--- config.mk ---
export PLATFORM = sky130hd
export DESIGN_NAME = md_sequencer
export DESIGN_NICKNAME = d
export VERILOG_FILES = /design/src/rtl/md_sequencer.sv
export SDC_FILE = /design/constraint.sdc
export NUM_CORES = 1
export LEC_CHECK = 0
export ABC_AREA = 1
export BUFFER_PORTS_ARGS = -buffer_cell sky130_fd_sc_hd__buf_2
export CAP_MARGIN = 40
export CORE_ASPECT_RATIO = 1.1
export CORE_MARGIN = 2
export CORE_UTILIZATION = 65
export CTS_CLUSTER_SIZE = 30
export DETAILED_ROUTE_END_ITERATION = 16
export GPL_TIMING_DRIVEN = 0
export PLACE_DENSITY = 0.92
export SYNTH_ARGS = -nofsm -noshare
export SYNTH_HDL_FRONTEND = slang
export SYNTH_SLANG_ARGS = --single-unit
--- constraint.sdc ---
create_clock -name clock -period 7.6 [get_ports clock]
set_input_delay 1.52 -clock clock [delete_from_list [all_inputs] [get_ports clock]]
set_output_delay 1.52 -clock clock [all_outputs]
set_load 0.01 [all_outputs]
--- src/rtl/md_sequencer.sv ---
// md_sequencer: iterative 32-bit signed multiply (radix-2 Booth) / divide (restoring) over one shared add/sub.
// Optional MD_EARLY_OUT_EN: zero-operand multiplies and divide-by-zero skip straight to DONE.
`default_nettype none

module md_sequencer (
  input  logic        clock,
  input  logic        reset_n,
  input  logic        ctrl_MULT,
  input  logic        ctrl_DIV,
  input  logic [31:0] data_operandA,
  input  logic [31:0] data_operandB,
  output logic [31:0] data_result,
  output logic        data_exception,
  output logic        data_resultRDY,
  output logic        busy
);

  typedef enum logic [1:0] {IDLE, ITER, FIX, DONE} state_t;

  state_t      state, state_nxt;
  logic [4:0]  cnt;
  logic [31:0] p_hi;    // Booth P_hi, or partial remainder R when dividing
  logic [31:0] p_lo;    // Booth P_lo, or quotient Q when dividing
  logic        q_m1;
  logic [31:0] b_reg;   // B for multiply, |B| for divide
  logic        is_div, neg_q, div_zero, div_ovf;
  logic [31:0] res_q;
  logic        exc_q;

  logic        start, accept, early;
  logic [31:0] a_mag, b_mag, r_shift;
  logic [32:0] add_a, add_b, sum;
  logic        add_sub;

  assign start   = ctrl_MULT | ctrl_DIV;
  assign accept  = (state == IDLE) && start;
  assign a_mag   = data_operandA[31] ? (32'd0 - data_operandA) : data_operandA;
  assign b_mag   = data_operandB[31] ? (32'd0 - data_operandB) : data_operandB;
  // R never reaches bit 31 between iterations, so the left shift loses nothing.
  assign r_shift = {p_hi[30:0], p_lo[31]};

`ifdef MD_EARLY_OUT_EN
  assign early = ctrl_MULT ? ((data_operandA == 32'd0) || (data_operandB == 32'd0))
                           : (data_operandB == 32'd0);
`else
  assign early = 1'b0;
`endif

  always_comb begin
    state_nxt = state;
    case (state)
      IDLE: if (start) state_nxt = early ? DONE : ITER;
      ITER: if (cnt == 5'd31) state_nxt = FIX;
      FIX:  state_nxt = DONE;
      DONE: state_nxt = IDLE;
      default: state_nxt = IDLE;
    endcase
  end

  // The single add/sub shared by every iteration and the quotient sign fix.
  always_comb begin
    add_a   = 33'd0;
    add_b   = 33'd0;
    add_sub = 1'b0;
    case (state)
      ITER: begin
        if (is_div) begin
          add_a   = {1'b0, r_shift};
          add_b   = {1'b0, b_reg};
          add_sub = 1'b1;
        end else begin
          add_a = {p_hi[31], p_hi};
          case ({p_lo[0], q_m1})
            2'b01: add_b = {b_reg[31], b_reg};
            2'b10: begin
              add_b   = {b_reg[31], b_reg};
              add_sub = 1'b1;
            end
            default: add_b = 33'd0;
          endcase
        end
      end
      FIX: begin
        if (is_div) begin
          add_b   = {1'b0, p_lo};
          add_sub = 1'b1;
        end
      end
      default: ;
    endcase
  end

  assign sum = add_sub ? (add_a - add_b) : (add_a + add_b);

  always_ff @(posedge clock or negedge reset_n) begin
    if (!reset_n) begin
      state          <= IDLE;
      cnt            <= 5'd0;
      p_hi           <= 32'd0;
      p_lo           <= 32'd0;
      q_m1           <= 1'b0;
      b_reg          <= 32'd0;
      is_div         <= 1'b0;
      neg_q          <= 1'b0;
      div_zero       <= 1'b0;
      div_ovf        <= 1'b0;
      res_q          <= 32'd0;
      exc_q          <= 1'b0;
      data_result    <= 32'd0;
      data_exception <= 1'b0;
      data_resultRDY <= 1'b0;
      busy           <= 1'b0;
    end else begin
      state          <= state_nxt;
      data_resultRDY <= (state == DONE);
      if (accept)
        busy <= 1'b1;
      else if (data_resultRDY)
        busy <= 1'b0;

      case (state)
        IDLE: begin
          if (start) begin
            cnt            <= 5'd0;
            q_m1           <= 1'b0;
            p_hi           <= 32'd0;
            data_result    <= 32'd0;
            data_exception <= 1'b0;
            is_div         <= ~ctrl_MULT;
            neg_q          <= data_operandA[31] ^ data_operandB[31];
            div_zero       <= ~ctrl_MULT && (data_operandB == 32'd0);
            div_ovf        <= ~ctrl_MULT && (data_operandA == 32'h8000_0000)
                                         && (data_operandB == 32'hFFFF_FFFF);
            res_q          <= 32'd0;
            exc_q          <= ~ctrl_MULT && (data_operandB == 32'd0);
            if (ctrl_MULT) begin
              p_lo  <= data_operandA;
              b_reg <= data_operandB;
            end else begin
              p_lo  <= a_mag;
              b_reg <= b_mag;
            end
          end
        end
        ITER: begin
          cnt <= cnt + 5'd1;
          if (is_div) begin
            if (!sum[32]) begin
              p_hi <= sum[31:0];
              p_lo <= {p_lo[30:0], 1'b1};
            end else begin
              p_hi <= r_shift;
              p_lo <= {p_lo[30:0], 1'b0};
            end
          end else begin
            // Shift the 33-bit sum so the sign of P_hi survives an add overflow.
            p_hi <= sum[32:1];
            p_lo <= {sum[0], p_lo[31:1]};
            q_m1 <= p_lo[0];
          end
        end
        FIX: begin
          if (is_div) begin
            if (div_zero) begin
              res_q <= 32'd0;
              exc_q <= 1'b1;
            end else if (div_ovf) begin
              res_q <= 32'h8000_0000;
              exc_q <= 1'b1;
            end else begin
              res_q <= neg_q ? sum[31:0] : p_lo;
              exc_q <= 1'b0;
            end
          end else begin
            res_q <= p_lo;
            exc_q <= (p_hi != {32{p_lo[31]}});
          end
        end
        DONE: begin
          data_result    <= res_q;
          data_exception <= exc_q;
        end
        default: ;
      endcase
    end
  end

endmodule

`default_nettype wire

==> run summary, run 1 <==
After detailed routing, the number of vias per cell comes to 6.23. The number of endpoints with negative hold slack in the final report was 0. The cell sitting at the root of the clock tree is a sky130_fd_sc_hd__clkbuf_16. The setup TNS is 0 ps, and the number of global-route vias before repair is 15700.

In the final routed layout, each cell accounts on average for 19.6 µm. Count of input and output buffers: 101. The number of endpoints failing setup at the final stage was 0; the number of distinct standard cells referenced by the synthesized netlist was 50. During I/O placement, the number of pins put on the boundary was 103. Before antenna repair, the detailed router went through 9 iterations. TritonCTS built the clock tree. Number of max-slew violations in the final report: 0. The cell type with the highest occurrence count on the critical path is sky130_fd_sc_hd__nand2_1.

Routed wire length: 53200 µm. Synthesis inferred 176 register bits. The worst setup path is of the flip-flop to flip-flop kind. Counting I/O delays and the setup requirement, the final critical path takes 5550 ps. At the worst endpoint, the arrival time is 5940 ps.

The die extent in x came out at 147 µm. For this run, the leading register cell type out of synthesis is sky130_fd_sc_hd__dfrtp_1. The number of warnings reported in the yosys synthesis log is 0, and the first-iteration detailed-routing DRC count is 2404. For the sequential fraction of the synthesis area, the log shows 0.302. Sequential cell area: 4400 µm². Setup repair after global routing left no endpoint under its margin. For the final-layout fill cell count, the log shows 1787. The cell type contributing the most total cell area after synthesis was sky130_fd_sc_hd__dfrtp_1. For the worst-skew pair, the clock arrives at the later sink with an insertion delay of 460 ps. The delay contributed by the slowest stage of the critical path works out to 420 ps.

By area the synthesized netlist is led by sky130_fd_sc_hd__dfrtp_1, sky130_fd_sc_hd__nand2_1, sky130_fd_sc_hd__nand3_1. The tools report the relative slew slack as 0.346. The first global-routing pass estimated 84000 µm of wire.

The H-tree generated during clock tree synthesis spans 4 levels. The global router's overall resource usage came out at 0.452. The total area inside the core boundary comes to 22000 µm². A synthesized cell averages 6.37 µm². Final hold analysis gives a worst-case slack of 492 ps. Gates resized during post-CTS repair numbered 0.

The tools report the type of origin of the critical path as a flip-flop. The count of nets left with antenna violations once routing finished came out at 0. Across the routed clock network, the largest skew measured is 15.1 ps. Net count after synthesis: 2401. Entering global routing, the biggest net connects 103 pins. Master of the slowest instance on the critical path: sky130_fd_sc_hd__dfrtp_1. The logs give 14600 µm² for the cell area after technology mapping and 0 for the count of unresolved DRC violations after routing. The run finished with clean final reports. The floorplan step defined a die boundary enclosing 23700 µm².

The post-synthesis async set-or-reset flop share works out to 1.00. From synthesis to final layout, the design area changed by 10.7%. For this block, the via count after detailed routing is 17000.

The maximum frequency from static timing analysis was 180 MHz; the half-perimeter wire length of the detailed placement result was 41700 µm. In this run the worst path has a maximum fanout of 10. The post-layout utilization of the core was 0.732; the clock-pin slew of the registers on the worst-case setup and hold paths was 90 ps. The starting density of the core is 0.662. The worst setup path is captured at a flip-flop. Number of buffers added to fix hold violations after cts: 0. Max-cap violations in this run came to 0. STA puts the critical path data required time at 7990 ps. Counting the buffers created by CTS gives 17.

The cell count after synthesis came out at 2288. The final clock period utilization by the worst path came out at 0.731. The last weighted congestion value of the routability-driven placer was 1.04; the number of sinks on the clock net was 176.

The synthesized design contains 0 enable-type register cells. Global routing finished with a remaining overflow of 0. The fraction of layout instances using a drive strength above 1 was 0.0768; the post-CTS setup buffer count was 0. The final layout contains 2523 nets. Number of standard-cell rows in the floorplan: 57.

The top-area cell type share of the netlist area was 0.302. The die is 161 µm tall. The tools report the maximum buffer depth of the clock tree as 2. Path category of the worst min-delay check: flip-flop to flip-flop. The area of the multi-input gates was 8590 µm²; the number of antenna violations at the first check in global routing was 0. For the pin with the worst max-slew slack, the measured transition is 981 ps.
-- area by class of cell --
cell class | instances | share of cell area
clock inverters | 15 | 0.0129
repair buffers | 103 | 0.0341
well taps | 295 | 0.0229
inverters | 287 | 0.0669
plain buffers | 112 | 0.0318
clock buffers | 17 | 0.0264
flip-flops and latches | 176 | 0.273
multi-input cells | 1713 | 0.532
diodes | 1 | 0.000155
-- routing by layer --
metal | vias to the layer above | wire [µm] | global-route usage
met1 | 7717 | 20200 | 0.587
met5 | - | 0 | 0
met4 | 0 | 4030 | 0.279
met2 | 1175 | 23100 | 0.694
met3 | 294 | 5940 | 0.0949
li1 | 7766 | - | -
-- Yosys cell counts, types with 6 or more instances --
cell type / instances
sky130_fd_sc_hd__buf_2: 14
sky130_fd_sc_hd__xor2_1: 57
sky130_fd_sc_hd__nand3_1: 237
sky130_fd_sc_hd__nor2_1: 157
sky130_fd_sc_hd__a22oi_1: 25
sky130_fd_sc_hd__buf_1: 14
sky130_fd_sc_hd__inv_1: 282
sky130_fd_sc_hd__nand4_1: 28
sky130_fd_sc_hd__or2_2: 8
sky130_fd_sc_hd__o21ai_1: 13
sky130_fd_sc_hd__clkbuf_1: 72
sky130_fd_sc_hd__a21o_1: 6
sky130_fd_sc_hd__o22ai_1: 33
sky130_fd_sc_hd__a21oi_1: 126
sky130_fd_sc_hd__o21bai_1: 9
sky130_fd_sc_hd__ha_1: 44
sky130_fd_sc_hd__nand2_1: 639
sky130_fd_sc_hd__dfrtp_1: 176
sky130_fd_sc_hd__a31oi_1: 8
sky130_fd_sc_hd__nor4_1: 15
sky130_fd_sc_hd__xnor2_1: 19
sky130_fd_sc_hd__o21ai_0: 211
sky130_fd_sc_hd__nor3_1: 26
sky130_fd_sc_hd__buf_6: 8
sky130_fd_sc_hd__a221oi_1: 8
-- cells in the final DEF, fill, tap and decap left out, drive strengths merged, types with 2 or more instances in the layout --
cell type  synthesis  final
or2                8      8
o22ai             33     33
o21ai            225    225
xor2              57     57
xnor2             19     19
ha                44     44
a31oi              8      8
nand4             28     28
a21boi             5      5
a22o               3      3
nand3b             4      4
inv              285    296
dfrtp            176    176
nand2            646    646
a21oi            126    126
clkinv             2      6
o21bai             9      9
o211ai             2      2
nand3            239    239
o41ai              5      5
a21o               6      6
a221oi             8      8
a22oi             25     25
nor4              15     15
nor2             158    158
clkbuf            72     89
nor3              28     28
o31ai              3      3
buf               40    143
-- metrics by stage --
| step | instances | area [µm²] | worst slack (ps) |
|---|---|---|---|
| floorplan | 2288 | 14600 | 3330 |
| global placement | 2684 | 15500 | 2320 |
| CTS | 2718 | 16100 | 2150 |
| finish | 2719 | 16100 | 2050 |
| detailed placement | 2686 | 15500 | 2180 |
| global route | 2718 | 16100 | 1640 |
-- cells by family after synthesis --
family	after synthesis	synth area share
buffers and inverters	399	0.109
DFF	176	0.302
adders and majority gates	45	0.0391
AOI/OAI and AO/OA	463	0.177
and+or+nand+nor	1129	0.327
xor gates and xnor gates	76	0.0456
-- path summary, 6_finish.rpt --
kind	cells past startpoint	to	start	slack, ps
min in group asynchronous	1	data_result[3]	reset_n	1030
max	30	p_hi[13]	state[1]	2050
max reg2reg	30	p_hi[13]	state[1]	2050
max in group asynchronous	2	b_reg[29]	reset_n	5640
min	1	res_q[8]	res_q[8]	490
min reg2reg	1	res_q[8]	res_q[8]	490
-- worst max-delay path, delay by kind of cell, from the launching register on --
kind	cells	cell delay [ps]
AOI/OAI and AO/OA	1	160
xor gates and xnor gates	1	160
adders and majority gates	3	940
buffers and inverters	9	1610
DFF	1	420
and+or+nand+nor	16	2160
Power of run 1 is left out: the tool's default activity adds up to more than one toggle a clock period on the data nets, which glitch-free logic cannot reach.
==> run 2: changes to the inputs <==
--- a/config.mk
+++ b/config.mk
@@ -10,11 +10,11 @@
 export CAP_MARGIN = 40
 export CORE_ASPECT_RATIO = 1.1
 export CORE_MARGIN = 2
-export CORE_UTILIZATION = 65
+export CORE_UTILIZATION = 56
 export CTS_CLUSTER_SIZE = 30
 export DETAILED_ROUTE_END_ITERATION = 16
 export GPL_TIMING_DRIVEN = 0
-export PLACE_DENSITY = 0.92
+export PLACE_DENSITY = 0.85
 export SYNTH_ARGS = -nofsm -noshare
 export SYNTH_HDL_FRONTEND = slang
 export SYNTH_SLANG_ARGS = --single-unit
==> constraint.sdc (replaced) <==
create_clock -name clock -period 4.5 [get_ports clock]
set_input_delay 0.9 -clock clock [delete_from_list [all_inputs] [get_ports clock]]
set_output_delay 0.9 -clock clock [all_outputs]
set_load 0.01 [all_outputs]
==> run summary, run 2 (synthesis gave the netlist of run 1 again) <==
The worst setup path is launched from a flip-flop. Setup violations remaining at the end of the flow were counted as 0. In the routed layout, each cell is associated on average with a via count of 6.04. Final clock period utilization by the worst path: 0.994. TritonCTS built the clock tree. Detailed placement finished with a half-perimeter wire length of 42900 µm. 0 antenna diodes ended up in the layout. The clock-pin slew of the registers on the worst-case setup and hold paths was 80 ps; the wire length per cell was 20.0 µm. The post-route minimum period is 4470 ps. Number of iterations in the first detailed-routing pass: 8.

The tools report the last weighted congestion value of the routability-driven placer as 1.04. In the layout the commonest cells are sky130_fd_sc_hd__nand2_1, sky130_fd_sc_hd__inv_1, sky130_fd_sc_hd__nand3_1, sky130_fd_sc_hd__o21ai_0, sky130_fd_sc_hd__dfrtp_1. Measured along the x axis, the die boundary spans 158 µm.

The number of antenna violations at the first check in global routing was 0. In the routed design, unresolved DRC markers number 0. Buffers placed on the I/O ports in this run total 101. The run gives 15400 as the number of global-route vias before repair. Met1 layer usage reported by global route: 0.529. Setup repair after global routing could not meet its margin everywhere.

The tools report the core outline area as 25400 µm². The fraction of layout instances using a drive strength above 1 works out to 0.172. For this design the top-level I/O count stands at 103. Leaving out fill and tap cells, the most frequent cell in the layout is sky130_fd_sc_hd__nand2_1. The net count of the finished layout is 2566.

The tools report the number of max-slew violations in the final report as 0. The starting density of the core was 0.574; the overflow left after global routing was 0. For the number of endpoints with negative hold slack in the final report, the log shows 0. Clock tree synthesis selected as its root buffer the cell sky130_fd_sc_hd__clkbuf_16. The first global-routing pass estimated 84600 µm of wire. After floorplanning, the core was divided into 61 placement rows.

The max-capacitance violation count was 0; the area overhead of the layout relative to synthesis was 21.5%. Endpoint type of the worst setup path: a flip-flop. The maximum frequency from static timing analysis was 223 MHz; the maximum buffer depth of the clock tree was 2. The worst-margin pin slew was 828 ps; the number of buffers added to fix hold violations after cts was 0. Along the worst path, the maximum fanout reaches 6.

The final antenna-violating net count is 0. The run gives 0.630 as the fraction of met2 tracks used by global routing. The number of sinks on the clock net is 176. The logs give 0.0698 for the met3 global-route usage and 4880 ps for the required time of the worst setup path. In the final timing run, aggregate negative setup slack is 0 ps. The worst clock skew on the final layout is 14.2 ps. For this block, the initial DRC count from the detailed router was 2245.

The critical path class is flip-flop to flip-flop. Summed over all layers, the routed wires come to 56300 µm. The run gives 17 as the number of buffers inserted during clock tree synthesis.

For the area enclosed by the die boundary, the log shows 27400 µm². The flow ran to the end, and the final reports show no timing, DRC or antenna violations. The H-tree was split into 4 levels.

Clock latency on the worst-skew pair: 450 ps. The global router's overall resource usage is 0.399, and the data arrival time of the critical path is 4850 ps. Entering global routing, the biggest net connects 104 pins. The floorplan step set the die height to 173 µm.

The min-delay analysis places its worst path in the category input pin to asynchronous set/reset pin. Relative slew slack: 0.446. The detailed router placed 17000 vias in this run.

After global routing, the most crowded layer is met2.
==> run 2: cell count changes in the layout (fill, tap and decap cells not counted), moves of 15 or more <==
cell / change
sky130_fd_sc_hd__buf_4: +37
sky130_fd_sc_hd__ha_1: -22
sky130_fd_sc_hd__ha_4: +19
sky130_fd_sc_hd__inv_1: -18
sky130_fd_sc_hd__inv_2: +15
sky130_fd_sc_hd__nand2_1: -45
sky130_fd_sc_hd__nand2_2: +34
sky130_fd_sc_hd__nand3_1: -28
sky130_fd_sc_hd__nand3_2: +22
sky130_fd_sc_hd__nor2_1: -21
sky130_fd_sc_hd__nor2_2: +15
sky130_fd_sc_hd__xor2_1: -15
==> run 2: through the flow <==
stage / instances / instance area, µm² / worst slack, ps / hold slack, ps / utilization
2_1_floorplan: 2288 / 14600 / 234 / 449 / -
3_3_place_gp: 2735 / 15500 / -846 / 449 / 0.611
3_5_place_dp: 2738 / 15600 / -957 / 466 / 0.613
4_1_cts: 2778 / 16600 / 2.27 / 450 / 0.654
5_1_grt: 2812 / 17700 / -114 / 478 / 0.697
6_report: 2812 / 17700 / 25.5 / 418 / 0.697
==> run 2: layout make-up <==
class | instances | area (µm²)
clock buffer | 21 | 460
timing repair buffer | 148 | 913
inverter | 287 | 1090
clock inverter | 11 | 119
buffer | 110 | 621
multi-input combinational | 1713 | 9680
fill | 2228 | 7700
sequential | 176 | 4410
tap | 346 | 433
==> run 2: what timing repair did <==
| action | 4_1_cts | 5_1_grt |
|---|---|---|
| hold endpoints to repair | 0 | 0 |
| gates cloned | 1 | 6 |
| gates resized for setup | 101 | 214 |
| pin swaps | 13 | 84 |
| buffers inserted | 8 | 29 |
| setup endpoints to repair | 58 | 56 |
==> run 2: final timing paths <==
kind	from	cells past startpoint	slack, ps	endpoint
worst max-delay path	p_lo[0]	26	30	res_q[28]
worst min-delay path	reset_n	1	420	cnt[2]
worst max register to register	p_lo[0]	26	30	res_q[28]
worst min register to register	data_resultRDY	1	470	busy
max in group asynchronous	reset_n	2	3160	data_result[19]
min in group clock	data_resultRDY	1	470	busy
==> run 2: worst max-delay path, stage by stage (launching register included) <==
cell	delay [ps]
sky130_fd_sc_hd__dfrtp_2	440
sky130_fd_sc_hd__ha_4	320
sky130_fd_sc_hd__inv_4	50
sky130_fd_sc_hd__o21ai_4	170
sky130_fd_sc_hd__o22ai_2	120
sky130_fd_sc_hd__nand2_4	120
sky130_fd_sc_hd__buf_6	110
sky130_fd_sc_hd__nand4_1	260
sky130_fd_sc_hd__nor3_4	280
sky130_fd_sc_hd__inv_2	100
sky130_fd_sc_hd__o21ai_4	190
sky130_fd_sc_hd__o21ai_2	110
sky130_fd_sc_hd__o21bai_1	130
sky130_fd_sc_hd__nand2_1	120
sky130_fd_sc_hd__ha_4	290
sky130_fd_sc_hd__inv_2	80
sky130_fd_sc_hd__o21bai_2	90
sky130_fd_sc_hd__a21oi_2	190
sky130_fd_sc_hd__buf_4	130
sky130_fd_sc_hd__o21ai_0	70
sky130_fd_sc_hd__nor2_1	140
sky130_fd_sc_hd__nand2_2	120
sky130_fd_sc_hd__xor2_2	330
sky130_fd_sc_hd__o21ai_0	120
sky130_fd_sc_hd__nand2_1	140
sky130_fd_sc_hd__nand2_1	110
sky130_fd_sc_hd__nand2_1	80
==> run 2: metal layers <==
layer / vias up / share of wire / routed length (µm)
met2: 1041 / 0.45 / 25200
met3: 204 / 0.097 / 5460
met4: 0 / 0.059 / 3290
li1: 7847 / - / -
met1: 7904 / 0.40 / 22300
met5: - / 0 / 0
Power of run 2 is left out for the same reason.
